===== src/rtl/popcount_pkg.sv =====
// Shared definitions for the popcount datapath and its testbenches.
//   state_t            : packet framing FSM states
//   cnt_width(width)   : width of one word's popcount
//   sum_width(mw, w)   : width of a packet sum of up to mw words of w bits
//   len_width(mw)      : width of a word count up to mw
package popcount_pkg;

  typedef enum logic [0:0] {IDLE, ACCUM} state_t;

  function automatic int cnt_width(input int width);
    return $clog2(width) + 1;
  endfunction

  function automatic int sum_width(input int max_words, input int width);
    return $clog2(max_words * width + 1);
  endfunction

  function automatic int len_width(input int max_words);
    return $clog2(max_words + 1);
  endfunction

endpackage


===== src/rtl/popcount_packet_accumulator.sv =====
// Sums per-word popcounts over an sop/eop framed packet, counts its words and
// presents one result per packet on a valid/ready output. Input is never
// stalled; a finished result that finds the output register occupied is
// dropped and flagged.
// Ports:
//   clk          clock, posedge
//   arst_n_i     asynchronous active-low reset
//   cnt_i        popcount of one word
//   cnt_val_i    cnt_i valid; qualifies cnt_sop_i / cnt_eop_i
//   cnt_sop_i    first word of packet
//   cnt_eop_i    last word of packet
//   sum_o        total ones in packet
//   len_o        words accumulated
//   sat_o        packet exceeded MAX_WORDS, sum/len are partial
//   sum_val_o    result valid, held until sum_ready_i
//   sum_ready_i  consumer accepts result
//   err_o        one-cycle framing error pulse
//   drop_o       one-cycle lost-result pulse
module popcount_packet_accumulator
  import popcount_pkg::*;
#(
  parameter int WIDTH     = 16,
  parameter int MAX_WORDS = 256,
  localparam int CNT_W    = cnt_width(WIDTH),
  localparam int SUM_W    = sum_width(MAX_WORDS, WIDTH),
  localparam int LEN_W    = len_width(MAX_WORDS)
) (
  input  logic             clk,
  input  logic             arst_n_i,
  input  logic [CNT_W-1:0] cnt_i,
  input  logic             cnt_val_i,
  input  logic             cnt_sop_i,
  input  logic             cnt_eop_i,
  output logic [SUM_W-1:0] sum_o,
  output logic [LEN_W-1:0] len_o,
  output logic             sat_o,
  output logic             sum_val_o,
  input  logic             sum_ready_i,
  output logic             err_o,
  output logic             drop_o
);

  state_t             state, nxt_state;
  logic [SUM_W-1:0]   acc, nxt_acc, res_sum;
  logic [LEN_W-1:0]   len, nxt_len, res_len;
  logic               sat, nxt_sat, res_sat;
  logic               done, frame_err, load_ok;

  function automatic logic [SUM_W-1:0] add_cnt(input logic [SUM_W-1:0] a,
                                               input logic [CNT_W-1:0] c);
    return a + SUM_W'(c);
  endfunction

  function automatic logic at_limit(input logic [LEN_W-1:0] l);
    return l == LEN_W'(MAX_WORDS);
  endfunction

  // Framing FSM and accumulator next-state
  always_comb begin
    nxt_state = state;
    nxt_acc   = acc;
    nxt_len   = len;
    nxt_sat   = sat;
    done      = 1'b0;
    frame_err = 1'b0;
    res_sum   = '0;
    res_len   = '0;
    res_sat   = 1'b0;
    if (cnt_val_i) begin
      if (cnt_sop_i) begin
        // sop always restarts; inside ACCUM it also abandons the old packet
        frame_err = (state == ACCUM);
        nxt_acc   = SUM_W'(cnt_i);
        nxt_len   = LEN_W'(1);
        nxt_sat   = 1'b0;
        nxt_state = cnt_eop_i ? IDLE : ACCUM;
      end else if (state == IDLE) begin
        frame_err = 1'b1;
      end else begin
        // beyond MAX_WORDS the sums freeze and the sticky flag is raised
        if (at_limit(len)) begin
          nxt_sat = 1'b1;
        end else begin
          nxt_acc = add_cnt(acc, cnt_i);
          nxt_len = len + LEN_W'(1);
        end
        if (cnt_eop_i) nxt_state = IDLE;
      end
      if (cnt_eop_i && (cnt_sop_i || state == ACCUM)) begin
        done    = 1'b1;
        res_sum = nxt_acc;
        res_len = nxt_len;
        res_sat = nxt_sat;
      end
    end
  end

  // A held result frees up in the same cycle it is accepted, so load then.
  assign load_ok = !sum_val_o || sum_ready_i;

  // Stage boundary: packet state and output register
  always_ff @(posedge clk or negedge arst_n_i) begin
    if (!arst_n_i) begin
      state     <= IDLE;
      acc       <= '0;
      len       <= '0;
      sat       <= 1'b0;
      sum_o     <= '0;
      len_o     <= '0;
      sat_o     <= 1'b0;
      sum_val_o <= 1'b0;
      err_o     <= 1'b0;
      drop_o    <= 1'b0;
    end else begin
      state  <= nxt_state;
      acc    <= nxt_acc;
      len    <= nxt_len;
      sat    <= nxt_sat;
      err_o  <= frame_err;
      drop_o <= done && !load_ok;
      if (done && load_ok) begin
        sum_o     <= res_sum;
        len_o     <= res_len;
        sat_o     <= res_sat;
        sum_val_o <= 1'b1;
      end else if (sum_ready_i) begin
        sum_val_o <= 1'b0;
      end
    end
  end

endmodule


===== config.mk =====
export PLATFORM = sky130hd
export DESIGN_NAME = popcount_packet_accumulator
export DESIGN_NICKNAME = d
export VERILOG_FILES = /design/src/rtl/popcount_pkg.sv /design/src/rtl/popcount_packet_accumulator.sv
export SDC_FILE = /design/constraint.sdc
export NUM_CORES = 1
export LEC_CHECK = 0
export CORE_MARGIN = 2
export CORE_UTILIZATION = 35
export CTS_CLUSTER_DIAMETER = 120
export DETAILED_ROUTE_END_ITERATION = 6
export GPL_TIMING_DRIVEN = 0
export SLEW_MARGIN = 0
export SYNTH_ARGS = -nofsm -noshare
export SYNTH_HDL_FRONTEND = slang
export SYNTH_SLANG_ARGS = --single-unit

===== constraint.sdc =====
create_clock -name clk -period 4 [get_ports clk]
set_clock_uncertainty 0.15 [all_clocks]
set_input_delay 0.8 -clock clk [delete_from_list [all_inputs] [get_ports clk]]
set_output_delay 0.8 -clock clk [all_outputs]
set_load 0.02 [all_outputs]

==> out/qor.yml <==
syn_inst: 268
vdd_drop_max_mv: 0.1848
synth-simple-area-share_pct: 14.39
synth-seq-area-share_pct: 45.98
power.density_mw_per_mm2: 400.6
dieArea_mm2: 0.008496
rows: 32
synth_area_leaders: "dfrtp_1 46%, o31ai_1 5.2%, a22o_1 4.8%, ha_1 3.7%, o21ai_0 3.3%"
port_buffers: 34
final_nets: 330
end_kind: "flip-flop"
antenna_found_initial: 0
yosys_most_used_dff: "dfrtp_1"
worstSetupPathType: "in2reg"
cts-resized-gates: 0
grt_overflow: 0
cts_root_buffer: "clkbuf_8"
grt_pass1_wl_mm: 11.19
worst_hold_path_type: "in2async"
first_global_vias: 2264
syn2layout_area_growth_pct: 21.10
fillers: 748
cts_buffer_depth: 2
clk_pin_slew_ns: 0.10
cap_viol_max_count: 0
diodes: 0
fmax_mhz: 326.8
setup_tns_ns: 0
synth_nets: 288
cp.buffers_inverters: 1
initial_core_util_pct: 35.59
ys_warn_count: 0
dp_hpwl_mm: 4.855
yosysTopAreaCellShare_pct: 45.98
synth.largest_area_cell: "dfrtp_1"
status: "finished clean"
drt-pass1-iter-count: 4
r2r_slack_ns: 1.50
async_reset_ff_share_pct: 100.0
vias: 2214
critPathMaxStageDelay_ns: 0.44
drc: 0
slew_headroom_pct: 57.56
drt_iter0_drc: 186
rsz0062_at_grt: "no"
synth_adder_area_share_pct: 4.414
synth.cell_area_mm2: 0.002721
synth_cell_type_count: 44
setup_viol: 0
grt_max_degree: 29
slew_viol_final: 0
ant_nets: 0
drive_above_1_share_pct: 8.039
routabilityCongestion: 0.8481
synth_xor_area_share_pct: 5.793
cts_inserted_buffers: 5
ys_ff_latch: 50
startpoint_type: "input port"
finalCritPeriodShare_pct: 76.51
drt_wl_total_mm: 6.732
worstPathArrival_ns: 3.10
layout.cells.non_filler: 413
crit_chain: "clkdlybuf4s50_1 -> ha_1 -> fa_1 -> a211oi_1 -> o21bai_1 -> nand4_1 -> nor3_1 -> a221o_1"
vias_per_cell: 5.361
grtUsageTotal_pct: 16.66
finalHoldViolations: 0
cellLeakagePower_nw: 1.375
wl_per_cell_um: 16.30
synth_top_family_by_area: "compound AO/OA/AOI/OAI gates"
fin_crit_ns: 3.060
cts_tree: "done"
die_h_um: 92.18
ctsHoldBuffers: 0
crit_family: "compound AO/OA/AOI/OAI gates"
crit_slowest_cell: "clkdlybuf4s50_1"
cts_sinks: 50
cts_setup_buffers: 0
muxShareOfSynthArea_pct: 1.747
crit_path_max_fanout: 6
htree_levels: 2
worstMarginPinSlew_ns: 0.6323
synth_compound_area_share_pct: 23.40
worstSkewPairLatency_ns: 0.31
coreArea_mm2: 0.007647
synth_edf_count: 0
pin_count: 37
fp.dieW_um: 92.18
syn_area_per_cell_um2: 10.15
required_ns: 4.04
dp_cells: 405
==> synth_stat cells (all sizes together), types with 5 or more instances <==
master,n
xnor2,8
inv,6
nand3,5
nand2,22
and3,5
nor2,14
ha,8
clkbuf,9
o31ai,19
xor2,10
buf,9
a31oi,7
o21ai,21
a22o,15
dfrtp,50
a21oi,16
nand4,7
nor3,6
==> layer usage <==
| metal | global-route usage [%] | up-vias | share of wire (%) |
|---|---|---|---|
| li1 | - | 1072 | - |
| met1 | 22.66 | 1087 | 48 |
| met2 | 27.76 | 46 | 48 |
| met3 | 2.547 | 9 | 3.4 |
| met4 | 4.478 | 0 | 1.2 |
| met5 | 0 | - | 0 |
==> kinds of logic after synthesis <==
logic type	after synthesis
AO/OA/AOI/OAI	92
adder cells (fa/ha/maj)	9
buffers and inverters	25
flip-flops	50
AND/OR/NAND/NOR	71
XOR/XNOR	18
multiplexers	3
==> sequential cells by signal, summed over array words and instances (netlist names) <==
signal     count
acc           13
sum_val_o      1
len            9
len_o          9
sat_o          1
state          1
sum_o         13
sat            1
err_o          1
drop_o         1
==> cell type report <==
| class | count | area, um^2 | area share, % |
|---|---|---|---|
| sequential | 50 | 1251 | 37.97 |
| timing repair buffer | 35 | 355.3 | 10.78 |
| inverter | 7 | 26.28 | 0.7973 |
| clock inverter | 1 | 5.005 | 0.1519 |
| buffer | 18 | 90.09 | 2.733 |
| multi-input combinational | 193 | 1354 | 41.08 |
| tap | 102 | 127.6 | 3.872 |
| clock buffer | 7 | 86.33 | 2.620 |
==> layout by cell type, fill, tap and decap left out, drive strengths merged, types with 5 or more instances in the layout <==
cell,netlist,layout
clkdlybuf4s50,0,33
a21oi,16,16
a31oi,7,7
nand4,7,7
a22o,15,15
ha,8,8
nand2,22,22
xor2,10,10
clkbuf,9,16
nand3,5,5
buf,9,11
nor3,6,6
and3,5,5
o31ai,19,19
o21ai,21,21
inv,6,6
dfrtp,50,50
nor2,14,14
xnor2,8,8
==> path summary, 6_finish.rpt <==
check                                startpoint                    to  depth (start not counted)
setup reg to reg             acc[0]$_DFFE_PN0P_   acc[12]$_DFFE_PN0P_                          7
hold / removal                         arst_n_i       err_o$_DFF_PN0_                          1
hold reg to reg            len_o[7]$_DFFE_PN0P_  len_o[7]$_DFFE_PN0P_                          2
min in group clk           len_o[7]$_DFFE_PN0P_  len_o[7]$_DFFE_PN0P_                          2
setup / recovery                       cnt_i[0]   acc[12]$_DFFE_PN0P_                          8
max in group asynchronous              arst_n_i  sum_o[2]$_DFFE_PN0P_                          2
==> where the power goes <==
part | total (mW) | leakage [nW] | switching (mW) | internal [mW]
Clock | 0.314 | 0.0482 | 0.174 | 0.140
Sequential | 0.597 | 0.664 | 0.0424 | 0.555
Combinational | 0.409 | 0.663 | 0.238 | 0.171
Total | 1.32 | 1.37 | 0.454 | 0.866
==> through the flow <==
stage | hold WS [ns] | util, % | instance area [um^2] | power (mW) | worst slack [ns]
final | 0.3207 | 43.10 | 3296 | 1.320 | 0.9398
after global routing | 0.3593 | 43.10 | 3296 | 1.395 | 0.8212
after CTS | 0.3363 | 43.10 | 3296 | 1.329 | 0.9597
after detailed placement | 0.3276 | 41.90 | 3204 | 1.015 | 0.6512
after global placement | 0.3185 | 41.70 | 3189 | 1.005 | 0.4065
after floorplan | 0.3296 | - | 2721 | 0.8651 | 1.330
Power figures use the tool's default switching activity.
